`src/rtl/vu_bar_driver_pkg.sv`:
```
// Shared constants and types for the VU bar driver.
// Latency: n/a (definitions only).
// Backpressure: n/a.
package vu_bar_driver_pkg;

  // Peak-dot FSM encoding; fixed codes so the state is readable in waves.
  typedef enum logic [1:0] {
    TRACK = 2'd0,
    HOLD  = 2'd1,
    FALL  = 2'd2
  } peak_state_t;

  // Width of the free-running count shared with the mod-16 counter stage.
  localparam int PWM_W = 4;

endpackage

```
`src/rtl/vu_abs_quant.sv`:
```
// Magnitude of a signed sample quantised to a bar height 0..NUM_LEDS.
// Latency: combinational.
// Backpressure: none.
module vu_abs_quant #(
  parameter int SAMPLE_W  = 12,
  parameter int LOG2_LEDS = 3
) (
  input  logic signed [SAMPLE_W-1:0]  sample,
  output logic        [LOG2_LEDS:0]   h
);

  logic [SAMPLE_W-2:0] mag;
  logic                is_min;

  // Absolute value; the most-negative code has no positive twin, so clamp it.
  always_comb begin
    is_min = sample[SAMPLE_W-1] && (sample[SAMPLE_W-2:0] == '0);
    if (is_min)
      mag = '1;
    else if (sample[SAMPLE_W-1])
      mag = ~sample[SAMPLE_W-2:0] + 1'b1;
    else
      mag = sample[SAMPLE_W-2:0];
  end

  // The top LOG2_LEDS magnitude bits pick the segment; any non-zero level lights at least one.
  always_comb begin
    if (mag == '0)
      h = '0;
    else
      h = {1'b0, mag[SAMPLE_W-2 -: LOG2_LEDS]} + (LOG2_LEDS+1)'(1);
  end

endmodule

```
`src/rtl/vu_bar_driver.sv`:
```
// VU bar with fast attack / ticked decay, peak-hold dot and PWM-dimmed LED column.
// Latency: sample -> bar/peak 2 cycles, -> led 3 cycles.
// Backpressure: none; a valid sample is accepted every cycle.
import vu_bar_driver_pkg::*;

module vu_bar_driver #(
  parameter int SAMPLE_W   = 12,
  parameter int NUM_LEDS   = 8,
  parameter int LOG2_LEDS  = 3,
  parameter int HOLD_TICKS = 4
) (
  input  logic                       clk,
  input  logic                       rst,
  input  logic                       sample_valid,
  input  logic signed [SAMPLE_W-1:0] sample,
  input  logic                       tick,
  input  logic        [PWM_W-1:0]    pwm_count,
  input  logic        [PWM_W-1:0]    brightness,
  output logic        [LOG2_LEDS:0]  bar,
  output logic        [LOG2_LEDS:0]  peak,
  output logic        [NUM_LEDS-1:0] led
);

  localparam logic [7:0] HOLD_INIT = 8'(HOLD_TICKS);

  logic [LOG2_LEDS:0]  h_comb;
  logic [LOG2_LEDS:0]  h_q;
  logic                vld_q;
  logic [LOG2_LEDS:0]  bar_nxt;
  logic [LOG2_LEDS:0]  peak_dec;
  logic [7:0]          hold_cnt;
  peak_state_t         state;
  logic [NUM_LEDS-1:0] lit;
  logic                pwm_on;

  vu_abs_quant #(
    .SAMPLE_W  (SAMPLE_W),
    .LOG2_LEDS (LOG2_LEDS)
  ) u_abs_quant (
    .sample (sample),
    .h      (h_comb)
  );

  // Stage 1: register the quantised height with its valid bit.
  always_ff @(posedge clk or posedge rst) begin
    if (rst) begin
      vld_q <= 1'b0;
      h_q   <= '0;
    end else begin
      vld_q <= sample_valid;
      h_q   <= h_comb;
    end
  end

  // Next bar: a rising sample wins over a decay tick; decay stops at zero.
  always_comb begin
    bar_nxt = bar;
    if (vld_q && (h_q > bar))
      bar_nxt = h_q;
    else if (tick && (bar != '0))
      bar_nxt = bar - 1'b1;
  end

  assign peak_dec = peak - 1'b1;

  // Stage 2: bar height register.
  always_ff @(posedge clk or posedge rst) begin
    if (rst)
      bar <= '0;
    else
      bar <= bar_nxt;
  end

  // Peak-dot FSM: track the bar, hold after a new peak, then fall back onto the bar.
  always_ff @(posedge clk or posedge rst) begin
    if (rst) begin
      state    <= TRACK;
      peak     <= '0;
      hold_cnt <= '0;
    end else if (vld_q && (h_q >= peak) && (h_q != '0)) begin
      peak     <= h_q;
      hold_cnt <= HOLD_INIT;
      state    <= HOLD;
    end else if (peak == '0) begin
      peak  <= bar_nxt;
      state <= TRACK;
    end else begin
      case (state)
        TRACK: peak <= bar_nxt;
        HOLD: begin
          if (bar_nxt > peak)
            peak <= bar_nxt;
          if (tick) begin
            hold_cnt <= hold_cnt - 1'b1;
            if (hold_cnt == 8'd1)
              state <= FALL;
          end
        end
        FALL: begin
          if (tick) begin
            if (peak_dec <= bar_nxt) begin
              peak  <= bar_nxt;
              state <= TRACK;
            end else begin
              peak <= peak_dec;
            end
          end else if (bar_nxt >= peak) begin
            peak  <= bar_nxt;
            state <= TRACK;
          end
        end
        default: begin
          peak  <= bar_nxt;
          state <= TRACK;
        end
      endcase
    end
  end

  // Lit pattern: solid column up to the bar plus the single peak dot.
  always_comb begin
    lit = '0;
    for (int i = 0; i < NUM_LEDS; i++)
      lit[i] = (i < int'(bar)) || ((peak != '0) && (i == int'(peak) - 1));
  end

  assign pwm_on = (pwm_count < brightness);

  // LED drive register: gate the pattern with the PWM window.
  always_ff @(posedge clk or posedge rst) begin
    if (rst)
      led <= '0;
    else
      led <= pwm_on ? lit : '0;
  end

endmodule

```
`config.mk`:
```
export PLATFORM = sky130hd
export DESIGN_NAME = vu_bar_driver
export DESIGN_NICKNAME = d
export VERILOG_FILES = /design/src/rtl/vu_bar_driver_pkg.sv /design/src/rtl/vu_abs_quant.sv /design/src/rtl/vu_bar_driver.sv
export SDC_FILE = /design/constraint.sdc
export NUM_CORES = 1
export LEC_CHECK = 0
export ABC_AREA = 1
export BUFFER_PORTS_ARGS = -buffer_cell sky130_fd_sc_hd__buf_2
export CORE_MARGIN = 2
export CORE_UTILIZATION = 45
export CTS_CLUSTER_DIAMETER = 150
export DETAILED_ROUTE_END_ITERATION = 7
export GPL_TIMING_DRIVEN = 0
export PLACE_DENSITY = 0.65
export SETUP_SLACK_MARGIN = 0.5
export SYNTH_ARGS = -nofsm -noshare
export SYNTH_HDL_FRONTEND = slang
export SYNTH_HIERARCHICAL = 1
export SYNTH_SLANG_ARGS = --single-unit
```
`constraint.sdc`:
```
create_clock -name clk -period 3.7 [get_ports clk]
set_clock_uncertainty 0.2 [all_clocks]
set_input_delay 0.37 -clock clk [delete_from_list [all_inputs] [get_ports clk]]
set_output_delay 0.37 -clock clk [all_outputs]
set_load 0.02 [all_outputs]
```
==> key figures <==
Outcome
  – Status: completed

Timing
  – Crit share post-route: 84.0%
  – Final worst hold slack: 0.264 ns
  – TNS Setup: 0 ns
  – Slew margin rel.: 58.8%
  – FMAX: 322 MHz
  – Final-report hold violation count: 0
  – Worst Setup Slack, final: 0.593 ns
  – Max-slew violations: 0
  – Unrepaired setup endpoints after global routing: no
  – # setup viols final: 0
  – Min cycle time layout: 3.11 ns
  – Tightest Pin Transition: 0.617 ns

Clock network
  – Clk_lat worst skew: 0.29 ns
  – CTS Buffer Depth: 2
  – Clock Sinks: 31
  – CTS tree: yes
  – Num CTS Buffers: 5
  – Clk root buf: clkbuf_8
  – H-tree depth: 2
  – Clk slew on worst S/H paths: 0.08 ns

Power
  – P_leak: 0.00182 µW
  – Worst IR drop on VDD: 454 µV
  – PwrDens: 879 nW/µm²

Yosys
  – Post-Synth Simple-Gate Area: 33.2%
  – Post-Synth XOR/XNOR Area: 2.25%
  – Post-synthesis net count: 445
  – Syn. warnings: 6
  – Synth Area per Inst: 6.99 µm²
  – Mux contribution to synthesized area: 0%
  – Synth top area share: 28.5%
  – Mapped Area: 2730 µm²
  – Synthesized instance count: 390
  – Yosys reg bits: 31
  – Yosys top cell by area: dfrtp_1
  – Post-synthesis sequential area ratio: 28.5%
  – Post-Synth Adder-Cell Area: 14.2%
  – Post-synth cell types: 32
  – Area contributors post-synth: dfrtp_1 (28%), ha_1 (14%), nand2_1 (11%)
  – Largest family of logic cells by synthesized area: simple AND/OR/NAND/NOR gates
  – Post-synthesis compound-gate area fraction: 10.7%

Global routing
  – Grt met1 use: 22.4%
  – Vias in the first global route: 2,342
  – Global route total overflow: 0
  – Busiest grt layer: met2
  – Antenna violations before repair: 0
  – Met2 GRT Util: 35.0%
  – Total GRT Usage: 19.4%
  – Met3 global-route usage: 4.18%
  – Largest net degree at the start of global routing: 32
  – First-pass GRT wire length: 10.0 mm

Placed design
  – HPWL after DPL: 4.76 mm
  – Port bufs: 38
  – Gpl congestion: 0.912
  – Setup WS pre-CTS: 0.214 ns

Setup path
  – Worst EP required: 3.69 ns
  – CP endpoint kind: register
  – WS Path Type: reg -> reg
  – Crit-path slowest cell: dfrtp_2
  – Worst-path fanout max: 6
  – Top delay family on crit path: simple AND/OR/NAND/NOR gates
  – CP most frequent cell: nand2_1
  – CP bufs+invs: 4
  – Max incr delay on CP: 0.42 ns
  – Crit path cell chain: buf_4 > ha_1 > nand2_1 > nor2_1 > nor2_2 > nand2_4 > buf_4 > o21ai_2 > inv_1 > ha_1 > nor3_4 > inv_1 > nand2_1 > nand3_2 > nand2_4 > a21oi_1 > nand2_1 > nand2_1
  – Arrival time worst endpoint: 3.09 ns
  – Startpoint types: register

Routing
  – Post-DR wirelength/cell: 12.0 µm
  – Routed Wire Length: 6.32 mm
  – Drt via density: 4.96
  – Vias: 2,611
  – Initial DRC count: 105
  – Post-route ant nets: 0
  – Drt first pass iters: 4
  – # DRC: 0

Die
  – Row cnt: 28
  – CORE AREA: 5890 µm²
  – Die area: 6690 µm²
  – I/O pin cnt: 40
  – Floorplan die height: 81.8 µm
  – Die width: 81.8 µm
  – Initial Util: 46.3%

Cells and area
  – Final nets: 505
  – Area Overhead vs Synth: 23.5%
  – ANT cells: 0
  – Fraction of layout cells with a size suffix above 1: 27.1%
  – Core Util, Final: 57.2%

Worst hold path
  – Hold Crit Class: in -> reg

Run
  – Max-Cap Viols: 0
[layout by cell type (no fill, tap or decap), types with 8 or more instances in the layout]
master and instances:
dfrtp_1 27, nor2_1 31, nand2_1 78, a21oi_1 24, nor2_2 8, inv_1 61
inv_2 10, nand4_1 10, ha_1 28, buf_4 15, buf_2 40, nand2_2 9
nand3_1 39, o21ai_0 10
[report_power, final]
group | total (µW) | switching [µW] | internal, µW | leakage [µW]
registers | 582 | 100 | 481 | 0.000376
logic | 2020 | 1250 | 772 | 0.00138
clock network | 354 | 136 | 218 | 0.0000612
total | 2960 | 1490 | 1470 | 0.00182
[sequential cells by signal (all words and copies together), names as in the netlist]
| register | flops |
|---|---|
| vld_q | 1 |
| state | 2 |
| bar | 4 |
| peak | 4 |
| led | 8 |
| h_q | 4 |
| hold_cnt | 8 |
[kinds of logic (layout without fill, tap and decap cells)]
kind of cell	Yosys count	count (layout)
compound gates	51	51
simple gates	193	193
fa+ha+maj	31	31
xor+xnor	7	7
buf+inv	77	138
flops	31	31
[cells in the mapped netlist (all sizes together)]
library cell and instances:
xnor2 1, xor2 6, a31oi 1, a21boi 1
a21oi 28, nand2 90, nand3 45, o211ai 1
and3 1, or2 2, buf 5, clkinv 1
nor3 5, ha 31, dfrtp 31, nand4 10
inv 71, o21ai 18, nor2 40, o21bai 2
[worst paths after layout]
kind / startpoint / endpoint / slack (ns) / depth (start not counted)
max in group asynchronous: rst / h_q[3] / 2.27 / 4
worst max-delay path: bar[0] / peak[1] / 0.59 / 18
min in group asynchronous: rst / peak[1] / 0.50 / 3
worst max register to register: bar[0] / peak[1] / 0.59 / 18
worst min-delay path: sample[8] / h_q[0] / 0.26 / 4
worst min register to register: peak[3] / peak[3] / 0.34 / 2
[layout make-up]
class | instances | area, µm²
Tap cell | 75 | 93.8
Clock buffer | 6 | 82.6
Sequential cell | 31 | 781
Fill cell | 569 | 2520
Buffer | 5 | 32.5
Timing Repair Buffer | 53 | 328
Clock inverter | 2 | 35.0
Multi-Input combinational cell | 282 | 1740
Inverter | 72 | 270
[tightest hold or removal path: stages]
cell	delay (ns)
buf_2	0.11
xor2_1	0.08
nand2_2	0.09
nor2_2	0.04
[metrics by stage]
step                cells  cell area, µm²  total power (µW)
floorplan             390            2730              1870
global placement      503            3010              2230
detailed placement    503            3010              2260
CTS                   513            3160              2670
global route          526            3370              3250
finish                526            3370              2960
[timing repair]
item                                    in CTS  in global routing
hold buffers                                 1                  1
resized for setup                           10                 19
endpoints found under the setup margin       5                  5
setup buffers                                1                 11
hold endpoints to repair                     1                 13
pin swaps                                    0                 13
[per-layer routing]
metal  up-vias  wire length [µm]
met5         -                 0
met4         0                96
met3         8               254
met2        48              3290
met1      1185              2680
li1       1370                 -
No activity file was read; power rests on OpenSTA's default activity.
